## src/rtl/matmul_pkg.sv

```systemverilog
// Shared definitions for the matrix multiplier and its result reader.
package matmul_pkg;

    localparam int N  = 8;
    localparam int CW = 32;
    localparam int AW = $clog2(N * N);

    typedef enum logic [1:0] {
        IDLE  = 2'd0,
        READ  = 2'd1,
        DRAIN = 2'd2
    } reader_state_e;

endpackage

```

## src/rtl/matmul_result_reader_skid_fifo2.sv

```systemverilog
// Two-entry FIFO whose head entry drives the outputs straight from a register.
module skid_fifo2 #(
    parameter int W = 8
) (
    input  logic         clk,
    input  logic         rst,
    input  logic         push,
    input  logic [W-1:0] din,
    input  logic         pop,
    output logic [W-1:0] dout,
    output logic         valid,
    output logic [1:0]   count
);

    logic [W-1:0] head_r, tail_r, head_next_s, tail_next_s;
    logic [1:0]   cnt_r, cnt_next_s;
    logic         valid_r;
    logic         do_pop_s, do_push_s;

    // Next contents: the head always holds the oldest entry, the tail the younger one.
    always_comb begin
        head_next_s = head_r;
        tail_next_s = tail_r;
        cnt_next_s  = cnt_r;
        do_pop_s    = pop && (cnt_r != 2'd0);
        do_push_s   = push && ((cnt_r != 2'd2) || do_pop_s);
        case ({do_push_s, do_pop_s})
            2'b10: begin
                if (cnt_r == 2'd0) begin
                    head_next_s = din;
                end else begin
                    tail_next_s = din;
                end
                cnt_next_s = cnt_r + 2'd1;
            end
            2'b01: begin
                head_next_s = tail_r;
                cnt_next_s  = cnt_r - 2'd1;
            end
            2'b11: begin
                if (cnt_r == 2'd1) begin
                    head_next_s = din;
                end else begin
                    head_next_s = tail_r;
                    tail_next_s = din;
                end
            end
            default: begin
                cnt_next_s = cnt_r;
            end
        endcase
    end

    // Storage, occupancy and registered valid; reset flushes everything to zero.
    always_ff @(posedge clk) begin
        if (rst) begin
            head_r  <= {W{1'b0}};
            tail_r  <= {W{1'b0}};
            cnt_r   <= 2'd0;
            valid_r <= 1'b0;
        end else begin
            head_r  <= head_next_s;
            tail_r  <= tail_next_s;
            cnt_r   <= cnt_next_s;
            valid_r <= (cnt_next_s != 2'd0);
        end
    end

    assign dout  = head_r;
    assign valid = valid_r;
    assign count = cnt_r;

endmodule

```

## src/rtl/matmul_result_reader.sv

```systemverilog
// Streams the N x N result matrix row-major out of the result RAM after `done`.
// Rows and columns are split straight from the address bits, so N must be a power of two.
module matmul_result_reader #(
    parameter int N  = matmul_pkg::N,
    parameter int CW = matmul_pkg::CW,
    parameter int AW = $clog2(N * N)
) (
    input  logic                 clk,
    input  logic                 rst,
    input  logic                 done,
    output logic                 rd_en,
    output logic [AW-1:0]        rd_addr,
    input  logic [CW-1:0]        rd_data,
    output logic                 m_valid,
    input  logic                 m_ready,
    output logic [CW-1:0]        m_data,
    output logic [$clog2(N)-1:0] m_row,
    output logic [$clog2(N)-1:0] m_col,
    output logic                 m_last,
    output logic                 busy,
    output logic                 overrun
);
    import matmul_pkg::*;

    localparam int RW = $clog2(N);
    localparam int EW = CW + 2 * RW + 1;
    localparam logic [AW-1:0] LAST_ADDR = AW'(N * N - 1);

    reader_state_e state_r, state_next_s;
    logic [AW-1:0] addr_r, addr_d_r;
    logic          inflight_r, busy_r, overrun_r;
    logic          rd_en_s, pop_s, last_hs_s, start_s;
    logic [1:0]    occ_s, fifo_cnt_s;
    logic          fifo_valid_s;
    logic [EW-1:0] fifo_din_s, fifo_dout_s;

    // Occupancy counts entries left after this cycle's pop plus the read in flight,
    // so a full-rate stream keeps issuing while the FIFO never overfills.
    assign pop_s     = fifo_valid_s & m_ready;
    assign last_hs_s = pop_s & fifo_dout_s[0];
    assign occ_s     = fifo_cnt_s - {1'b0, pop_s} + {1'b0, inflight_r};
    assign rd_en_s   = (state_r == READ) && (occ_s < 2'd2);
    // A done coinciding with the final handshake starts the next frame directly.
    assign start_s   = done && ((state_r == IDLE) || ((state_r == DRAIN) && last_hs_s));

    assign fifo_din_s = {rd_data, addr_d_r[AW-1:RW], addr_d_r[RW-1:0], (addr_d_r == LAST_ADDR)};

    // Frame sequencing: read all addresses, then drain until the last element leaves.
    always_comb begin
        state_next_s = state_r;
        case (state_r)
            IDLE: begin
                if (done) begin
                    state_next_s = READ;
                end else begin
                    state_next_s = IDLE;
                end
            end
            READ: begin
                if (rd_en_s && (addr_r == LAST_ADDR)) begin
                    state_next_s = DRAIN;
                end else begin
                    state_next_s = READ;
                end
            end
            DRAIN: begin
                if (last_hs_s) begin
                    if (done) begin
                        state_next_s = READ;
                    end else begin
                        state_next_s = IDLE;
                    end
                end else begin
                    state_next_s = DRAIN;
                end
            end
            default: begin
                state_next_s = IDLE;
            end
        endcase
    end

    // State register with busy registered from the next state.
    always_ff @(posedge clk) begin
        if (rst) begin
            state_r <= IDLE;
            busy_r  <= 1'b0;
        end else begin
            state_r <= state_next_s;
            busy_r  <= (state_next_s != IDLE);
        end
    end

    // Read address: cleared on frame start, advanced per issued read, parked on the last one.
    always_ff @(posedge clk) begin
        if (rst) begin
            addr_r <= {AW{1'b0}};
        end else if (start_s) begin
            addr_r <= {AW{1'b0}};
        end else if (rd_en_s && (addr_r != LAST_ADDR)) begin
            addr_r <= addr_r + AW'(1'b1);
        end else begin
            addr_r <= addr_r;
        end
    end

    // In-flight tracking: remembers the address of the read whose data returns next cycle.
    always_ff @(posedge clk) begin
        if (rst) begin
            inflight_r <= 1'b0;
            addr_d_r   <= {AW{1'b0}};
        end else begin
            inflight_r <= rd_en_s;
            addr_d_r   <= rd_en_s ? addr_r : addr_d_r;
        end
    end

    // Sticky overrun: a done that arrives mid-frame and is not a back-to-back start.
    always_ff @(posedge clk) begin
        if (rst) begin
            overrun_r <= 1'b0;
        end else if (done && !start_s && (state_r != IDLE)) begin
            overrun_r <= 1'b1;
        end else begin
            overrun_r <= overrun_r;
        end
    end

    skid_fifo2 #(.W(EW)) u_fifo (
        .clk   (clk),
        .rst   (rst),
        .push  (inflight_r),
        .din   (fifo_din_s),
        .pop   (m_ready),
        .dout  (fifo_dout_s),
        .valid (fifo_valid_s),
        .count (fifo_cnt_s)
    );

    assign rd_en   = rd_en_s;
    assign rd_addr = addr_r;
    assign m_valid = fifo_valid_s;
    assign {m_data, m_row, m_col, m_last} = fifo_dout_s;
    assign busy    = busy_r;
    assign overrun = overrun_r;

endmodule

```

## config.mk

```make
export PLATFORM = sky130hd
export DESIGN_NAME = matmul_result_reader
export DESIGN_NICKNAME = d
export VERILOG_FILES = /design/src/rtl/matmul_pkg.sv /design/src/rtl/matmul_result_reader_skid_fifo2.sv /design/src/rtl/matmul_result_reader.sv
export SDC_FILE = /design/constraint.sdc
export NUM_CORES = 1
export LEC_CHECK = 0
export ABC_AREA = 1
export CORE_MARGIN = 3
export CORE_UTILIZATION = 54
export CTS_CLUSTER_DIAMETER = 30
export DETAILED_ROUTE_END_ITERATION = 6
export PLACE_DENSITY_LB_ADDON = 0.15
export RECOVER_POWER = 50
export SLEW_MARGIN = 20
export SYNTH_ARGS = -nofsm -noshare
export SYNTH_HDL_FRONTEND = slang
export SYNTH_SLANG_ARGS = --single-unit
```

## constraint.sdc

```tcl
create_clock -name clk -period 3.3 [get_ports clk]
set_input_delay 0.66 -clock clk [delete_from_list [all_inputs] [get_ports clk]]
set_output_delay 0.66 -clock clk [all_outputs]
set_load 0.02 [all_outputs]
```

==> results of run 1 <==
logic make-up after synthesis:
| family | count (synthesis) | share of synthesized area (%) |
|---|---|---|
| adders and majority gates | 5 | 1.51 |
| buffers and inverters | 96 | 9.70 |
| xor gates and xnor gates | 2 | 0.423 |
| AOI/OAI and AO/OA | 176 | 21.5 |
| DFF | 98 | 47.4 |
| and+or+nand+nor | 202 | 19.4 |
registers in the layout (all words and copies together), names as in the netlist:
name           count
u_fifo.dout       39
inflight_r         1
rd_addr            6
u_fifo.count       2
state_r            2
addr_d_r           6
u_fifo.tail_r     39
u_fifo.valid       1
busy               1
overrun            1
timing repair:
item	4_1_cts	5_1_grt
endpoints found under the hold margin	0	0
gates resized for setup	0	1
buffers inserted	0	0
hold buffers	0	0
endpoints found under the setup margin	0	1
synth_stat cells (2+ instances only):
cell type,n
nand3_1,12
clkbuf_1,20
buf_6,3
xor2_1,2
nor2_1,91
ha_1,5
nand2_1,90
dfxtp_1,98
buf_2,9
inv_1,60
a21oi_1,52
o21ai_0,121
o21ai_2,2
buf_4,2
nand4_1,4
worst max-delay path by stage:
stage	endpoint	slack [ns]
6_report	rd_en	0.36
5_1_grt	rd_en	0.23
4_1_cts	rd_en	0.07
3_5_place_dp	rd_en	0.09
3_3_place_gp	rd_en	0.08
2_1_floorplan	rd_en	1.06
worst min-delay path, delay by kind of cell (launching register included):
kind | cells | cell delay (ns)
simple gates | 1 | 0.07
compound gates | 1 | 0.04
flops | 1 | 0.34
through the flow:
step	cell area (um2)	hold slack, ns	total power (uW)	std cells	utilization (%)
6_report	5220	0.476	3570	753	71.2
2_1_floorplan	4140	0.449	2300	579	-
3_3_place_gp	5020	0.456	2770	737	68.4
4_1_cts	5240	0.486	3680	753	71.5
5_1_grt	5220	0.505	3810	753	71.2
3_5_place_dp	5020	0.457	2810	737	68.4
metal layers:
layer / GRT usage (%) / up-vias / wire length, um
li1: - / 1995 / -
met1: 28.0 / 1731 / 4340
met2: 38.3 / 99 / 4590
met3: 4.51 / 6 / 407
met4: 8.06 / 0 / 85
met5: 0 / - / 0
power breakdown:
part	leakage (uW)	internal, uW	total (uW)	switching [uW]
combinational	0.00145	463	1210	744
sequential	0.000798	1390	1500	104
clock	0.000110	453	864	412
total	0.00236	2310	3570	1260
layout make-up:
type	count	area, um2
Fill cell	587	2110
Inverter	62	233
Tap cell	99	124
Multi-Input combinational cell	385	1780
Clock buffer	11	141
Clock inverter	5	85.1
Sequential cell	98	1960
Timing Repair Buffer	93	901
==> metrics.txt, run 1 <==
DRC Markers 0; layout cells sized above 1 4.28%; synthesized area per cell 7.15 um2; Die W 93.6 um; worst slew pin tran 1.52 ns; Post-synth EDFFs 0; Worst Hold Depth 2; Worst R2R Path Depth 8; Levels on crit path 10; chip height 93.6 um; GPL Wtd Cong 0.799; FF-to-FF End u_fifo.dout[7]; Worst VDD drop 360 uV; fin worst setup slack 0.361 ns; largest net degree at the start of global routing 46; PwrDens 683 nW/um2; syn nets 620; post-route minimum period 2.94 ns; number of buffers added on ports 84; final setup fails 0; clock sink count 98; Via-to-Cell Ratio 5.09; most common cell after layout, fill and taps aside o21ai_0; I/O pin total 85; setup_tns 0 ns; Root Buffer clkbuf_8; Ys Warns 0; family with the most delay on the worst path buffers and inverters; CP Capture Type primary output; initial antenna violation count 0; Synth area leader dfxtp_1; hold path start overrun; max-cap viol count 1; Inserted Diodes 0; CP startpoint kind input port; core area 7330 um2; Detailed Routing Iterations Pass 1 4; post-synth top area share 47.4%; average wire per standard cell 12.5 um; GRT overflow 0; post-route ant nets 0; origin of the worst setup path m_ready; first-pass GRT wire length 15.9 mm; Hold Path End overrun; pre-CTS setup slack 0.0900 ns; Slew Viols, Final 46; status finished, violations left; TritonCTS clock tree done; DP HPWL 6.11 mm; synth top area cells dfxtp_1 47%, o21ai_0 15%, nor2_1 8.3%; most frequent CP cell nand2_1; worst skew pair latency 0.35 ns; critical-path cell list dlygate4sd3_1 > nand2_1 > inv_1 > ha_1 > inv_1 > nand2_1 > nand3_1 > nand2_1 > nor2_1 > dlymetal6s2s_1; Initial Util 56.5%; vias 3,831; Max-slew headroom -1.33%; clock buffer count from CTS 9; post-synthesis cell type count 23; r2r startpoint u_fifo.count[1]; WL final 9.42 mm; Area growth syn-to-layout 26.1%; Starting DRT DRC Count 141; asr flop ratio synth 0%; GRT Util Overall 22.4%; slowest stage cell, crit path dlygate4sd3_1; vias in the first global route 3,578; RSZ-0062 raised after global routing false; Hold Vio Cnt, Final 0; commonest cells after routing, fill and taps aside 121 x o21ai_0, 98 x dfxtp_1, 92 x nor2_1, 90 x nand2_1, 60 x inv_1; Seq/Total Area, Yosys 47.4%; synthesis-stage register bit count 98; violated checks max-capacitance violations, max-slew violations; worst path required time 2.64 ns; Longest Clk Path Bufs 2; Hold Path Class flop to flop; reg-to-reg setup timing slack 0.58 ns; mapped cell area 4140 um2; CP peak stage delay 0.56 ns; f_max 0.340 GHz; full die area 8750 um2; row count 31; main flop type after synthesis dfxtp_1; cells after synthesis 579; critical path buffer and inverter count 4; Worst EP arrival 2.28 ns; critical path class input port to primary output; Lkg Pwr 0.00236 uW; Nets 690; Layout Skew 0.0126 ns; Clk pin slew, worst setup/hold paths 0.09 ns; fin crit share 89.1%; H-tree depth 3; Crit Path Max Fanout 2
(Power assumes the default switching activity.)
==> run 2: changes to the inputs <==
Settings changed: PLACE_DENSITY set to 0.9, PLACE_DENSITY_LB_ADDON 0.15 to not set.
==> metrics.txt, run 2 (synthesis results as in run 1) <==
DRC Markers 0 (unchanged); Net Sw Power 1290 uW (+2.4%); r2r startpoint u_fifo.count[1]; violated checks max-capacitance violations, max-slew violations; CP Capture Type primary output; Util after Layout 71.0% (-0.19 points); Worst VDD drop 322 uV (-10%); vias 3,932 (+2.6%); Lkg Pwr 0.00233 uW (-1.1%); FILL cells 580 (-1.2%); Worst R2R Path Depth 8 (unchanged); most frequent CP cell nand2_1; initial antenna violation count 0 (unchanged); Longest Clk Path Bufs 2 (unchanged); FF-to-FF End u_fifo.dout[17]; Area growth syn-to-layout 25.8%; full die area 8750 um2 (unchanged); first-pass GRT wire length 16.2 mm (+1.9%); Initial Util 56.5% (unchanged); PwrDens 666 nW/um2 (-2.5%); critical path buffer and inverter count 4 (unchanged); Max-slew headroom -1.01% (+0.32 points); sequential share of power 43.2% (+1.2 points); Pint 2180 uW (-5.6%); critical-path cell list dlygate4sd3_1 > nand2_1 > inv_1 > ha_1 > inv_1 > nand2_1 > nand3_1 > nand2_1 > nor2_1 > dlymetal6s2s_1; setup_tns 0 ns (unchanged); WL final 9.73 mm (+3.3%); Comb power frac 36.1% (+2.3 points); clock buffer count from CTS 9 (unchanged); Crit Path Max Fanout 2 (unchanged); most common cell after layout, fill and taps aside o21ai_0; I/O pin total 85 (unchanged); Inserted Diodes 0 (unchanged); status finished, violations left; GRT Util Overall 22.9% (+0.46 points); Via-to-Cell Ratio 5.22 (+2.6%); Slew Viols, Final 46 (unchanged); hold path start u_fifo.tail_r[4]; Post-CTS Repair Setup Buffers 0 (unchanged); GRT overflow 0 (unchanged); slowest stage cell, crit path dlygate4sd3_1; Post-CTS Hold Buffers 0 (unchanged); core area 7330 um2 (unchanged); Starting DRT DRC Count 247 (+75%); RSZ-0062 raised after global routing false; worst skew pair latency 0.36 ns (about the same); worst path required time 2.64 ns (about the same); average wire per standard cell 12.9 um (+3.3%); max-cap viol count 1 (unchanged); TritonCTS clock tree done; final setup fails 0 (unchanged); overall power 3470 uW (-2.8%); CP peak stage delay 0.56 ns (about the same); number of buffers added on ports 84 (unchanged); worst slew pin tran 1.52 ns (-0.00473 ns); Clock power frac 20.7% (-3.5 points); vias in the first global route 3,559 (-0.53%); layout cells sized above 1 4.13% (-0.15 points); Detailed Routing Iterations Pass 1 7 (+3); Worst EP arrival 2.29 ns (about the same); fin crit share 89.3% (+0.24 points); Root Buffer clkbuf_8; reg-to-reg setup timing slack 0.53 ns (-0.05 ns); row count 31 (unchanged); post-route ant nets 0 (unchanged); post-route minimum period 2.95 ns (+0.00807 ns); Hold Path Class flop to flop; Die W 93.6 um (unchanged); largest net degree at the start of global routing 83 (+80%); Hold Vio Cnt, Final 0 (unchanged); critical path class input port to primary output; GPL Wtd Cong 0.869 (+8.7%); family with the most delay on the worst path buffers and inverters; post-CTS sizing 0 (unchanged); f_max 0.339 GHz (-0.27%); switching fraction of total power 37.2% (+1.9 points); CP startpoint kind input port; commonest cells after routing, fill and taps aside 121 x o21ai_0, 98 x dfxtp_1, 92 x nor2_1, 90 x nand2_1, 60 x inv_1; Layout Skew 0.0110 ns (-0.00162 ns); DP HPWL 6.31 mm (+3.2%); Clk pin slew, worst setup/hold paths 0.09 ns (about the same); Nets 690 (unchanged); clock sink count 98 (unchanged); pre-CTS setup slack 0.0826 ns (-0.00739 ns); Worst Hold Depth 2 (unchanged); fin worst setup slack 0.353 ns (-0.00807 ns); Hold Path End u_fifo.tail_r[4]; chip height 93.6 um (unchanged); H-tree depth 3 (unchanged)
run 2: cell types whose count changed in the layout (fill, tap and decap cells not counted), sizes merged:
cell,previous run,this run
clkinv,1,4
dlygate4sd3,48,44
inv,63,62
bufinv,2,0
clkdlybuf4s50,35,39
run 2: worst max-delay path by stage:
| stage | start | endpoint | slack (ns) | cells after the start |
|---|---|---|---|---|
| after floorplan | m_ready | rd_en | 1.06 | 9 |
| after global placement | m_ready | rd_en | 0.08 | 10 |
| after detailed placement | m_ready | rd_en | 0.08 | 10 |
| after CTS | m_ready | rd_en | 0.06 | 10 |
| after global routing | u_fifo.count[1] | u_fifo.dout[15] | 0.21 | 8 |
| final | m_ready | rd_en | 0.35 | 10 |
run 2: cell type report:
cell class | count | area (um2) | area share, %
multi-input cells | 385 | 1780 | 34.1
inverters | 62 | 233 | 4.47
repair buffers | 93 | 933 | 17.9
clock inverters | 5 | 38.8 | 0.745
well taps | 99 | 124 | 2.38
clock buffers | 11 | 141 | 2.72
flip-flops and latches | 98 | 1960 | 37.7
run 2: tightest hold or removal path: stages, from the launching register on:
cell	delay, ns
dfxtp_1	0.33
nor2_1	0.04
nor2_1	0.08
run 2: stage by stage:
stage | hold WS [ns] | instances | cell area, um2
2_1_floorplan | 0.449 | 579 | 4140
3_3_place_gp | 0.456 | 736 | 5020
3_5_place_dp | 0.467 | 736 | 5020
4_1_cts | 0.488 | 752 | 5200
5_1_grt | 0.506 | 753 | 5210
6_report | 0.484 | 753 | 5210
run 2: power groups by stage:
stage	sequential [uW]	clock (uW)	combinational (uW)
final	1500	718	1250
after floorplan	1710	0	584
after global routing	1520	772	1390
after global placement	1520	0	1250
after CTS	1510	727	1300
after detailed placement	1530	0	1290
run 2: metal layers:
metal | track usage (%) | wire length (um) | share of wire [%] | up-vias
met1 | 28.9 | 4230 | 43 | 1802
met2 | 38.5 | 4750 | 49 | 115
met3 | 4.51 | 606 | 6.2 | 16
met5 | 0 | 0 | 0 | -
met4 | 8.78 | 145 | 1.5 | 0
li1 | - | - | - | 1999
==> run 3: changes to the inputs <==
Settings changed: ABC_CLOCK_PERIOD_IN_PS set to 3300, CORE_UTILIZATION 54 to 35, PLACE_DENSITY 0.9 to 0.64.
==> metrics.txt, run 3 (synthesis results as in run 1) <==
PwrDens 691 nW/um2 (+3.7%); number of buffers added on ports 84 (unchanged); critical path class input port to primary output; GRT Util Overall 15.2% (-7.6 points); chip height 115 um (+23%); GRT overflow 0 (unchanged); Inserted Diodes 0 (unchanged); I/O pin total 85 (unchanged); FILL cells 1,165 (+100%); worst slew pin tran 0.909 ns (-0.606 ns); Nets 689 (-0.14%); RSZ-0062 raised after global routing false; CP peak stage delay 0.55 ns (about the same); pre-CTS setup slack 0.0674 ns (-0.0152 ns); Lkg Pwr 0.00237 uW (+1.5%); Layout Skew 0.00544 ns (-0.00554 ns); WL final 10.1 mm (+3.6%); most common cell after layout, fill and taps aside o21ai_0; Worst VDD drop 265 uV (-18%); Starting DRT DRC Count 318 (+29%); slowest stage cell, crit path dlygate4sd3_1; Hold Vio Cnt, Final 0 (unchanged); clock sink count 98 (unchanged); status completed; Slew Viols, Final 0 (-100%); post-route ant nets 0 (unchanged); row count 39 (+26%); Area growth syn-to-layout 29.7%; DP HPWL 6.55 mm (+3.9%); post-route minimum period 2.97 ns (+0.0227 ns); final setup fails 0 (unchanged); max-cap viol count 0 (-1); overall power 3710 uW (+6.9%); Hold Path Class flop to flop; worst skew pair latency 0.34 ns (-0.02 ns); clock buffer count from CTS 9 (unchanged); CP Capture Type primary output; full die area 13,200 um2 (+50%); Post-CTS Hold Buffers 0 (unchanged); Crit Path Max Fanout 2 (unchanged); Longest Clk Path Bufs 2 (unchanged); fin worst setup slack 0.330 ns (-0.0227 ns); setup_tns 0 ns (unchanged); core area 11,500 um2 (+56%); Detailed Routing Iterations Pass 1 4 (-3); Root Buffer clkbuf_16; Max-slew headroom 39.4% (+40 points); DRC Markers 0 (unchanged); Clk pin slew, worst setup/hold paths 0.06 ns (-0.03 ns); worst path required time 2.64 ns (about the same); Via-to-Cell Ratio 4.85 (-7.2%); TritonCTS clock tree done; average wire per standard cell 12.7 um (-2.0%); f_max 0.337 GHz (-0.76%); Worst Hold Slack 0.477 ns (-0.00726 ns); family with the most delay on the worst path buffers and inverters; Util after Layout 46.8% (-24 points); post-CTS sizing 0 (unchanged); commonest cells after routing, fill and taps aside 121 x o21ai_0, 98 x dfxtp_1, 92 x nor2_1, 90 x nand2_1, 60 x inv_1; vias 3,857 (-1.9%); GPL Wtd Cong 0.826 (-4.9%); Worst EP arrival 2.31 ns (+0.02 ns); initial antenna violation count 0 (unchanged); critical-path cell list dlygate4sd3_1 > nand2_1 > inv_1 > ha_1 > inv_1 > nand2_1 > nand3_1 > nand2_1 > nor2_1 > dlymetal6s2s_1; first-pass GRT wire length 16.4 mm (+1.0%); largest net degree at the start of global routing 83 (unchanged); critical path buffer and inverter count 4 (unchanged); H-tree depth 3 (unchanged); layout cells sized above 1 4.13% (+0.0063 points); most frequent CP cell nand2_1; fin crit share 90.0% (+0.69 points); CP startpoint kind input port; Initial Util 36.1% (-20 points); vias in the first global route 3,534 (-0.70%); Post-CTS Repair Setup Buffers 0 (unchanged); Die W 115 um (+23%)
-- run 3: changes by cell type in the layout (fill, tap and decap cells not counted), sizes merged --
cell | before | now
clkinvlp | 1 | 2
inv | 62 | 61
dlygate4sd3 | 44 | 42
clkdlybuf4s50 | 39 | 41
clkinv | 4 | 5
clkbuf | 14 | 13
buf | 6 | 5
-- run 3: metal layers --
metal	GRT usage, %	vias up	part of all wire, %
met5	0	-	0
met4	6.49	0	1.6
met3	3.11	13	6.2
met2	24.7	92	46
met1	19.8	1747	46
li1	-	2005	-
-- run 3: through the flow --
stage | std cells | instance area [um2]
2_1_floorplan | 579 | 4140
3_3_place_gp | 779 | 5090
3_5_place_dp | 779 | 5090
4_1_cts | 795 | 5380
5_1_grt | 796 | 5370
6_report | 796 | 5370
-- run 3: where the power goes --
group | total (uW) | internal [uW] | switching (uW)
registers | 1500 | 1390 | 105
clock network | 976 | 531 | 444
logic | 1230 | 478 | 756
total | 3710 | 2400 | 1310
-- run 3: layout make-up --
cell class / count / area, um2 / share of cell area, %
sequential: 98 / 1960 / 36.5
tap: 143 / 179 / 3.33
clock inverter: 6 / 42.5 / 0.792
clock buffer: 10 / 239 / 4.45
multi-input combinational: 385 / 1780 / 33.2
inverter: 62 / 233 / 4.33
timing repair buffer: 92 / 931 / 17.3
-- run 3: path summary, 6_finish.rpt --
check	startpoint	end	slack, ns	cells after the start
min	u_fifo.tail_r[37]	u_fifo.tail_r[37]	0.48	2
max	m_ready	rd_en	0.33	10
min reg2reg	u_fifo.tail_r[37]	u_fifo.tail_r[37]	0.48	2
max reg2reg	u_fifo.count[1]	u_fifo.dout[20]	0.90	8
-- run 3: tightest hold or removal path: cells and delay by family, from the launching register on --
family	cells	cell delay (ns)
flops	1	0.32
simple gates	2	0.12
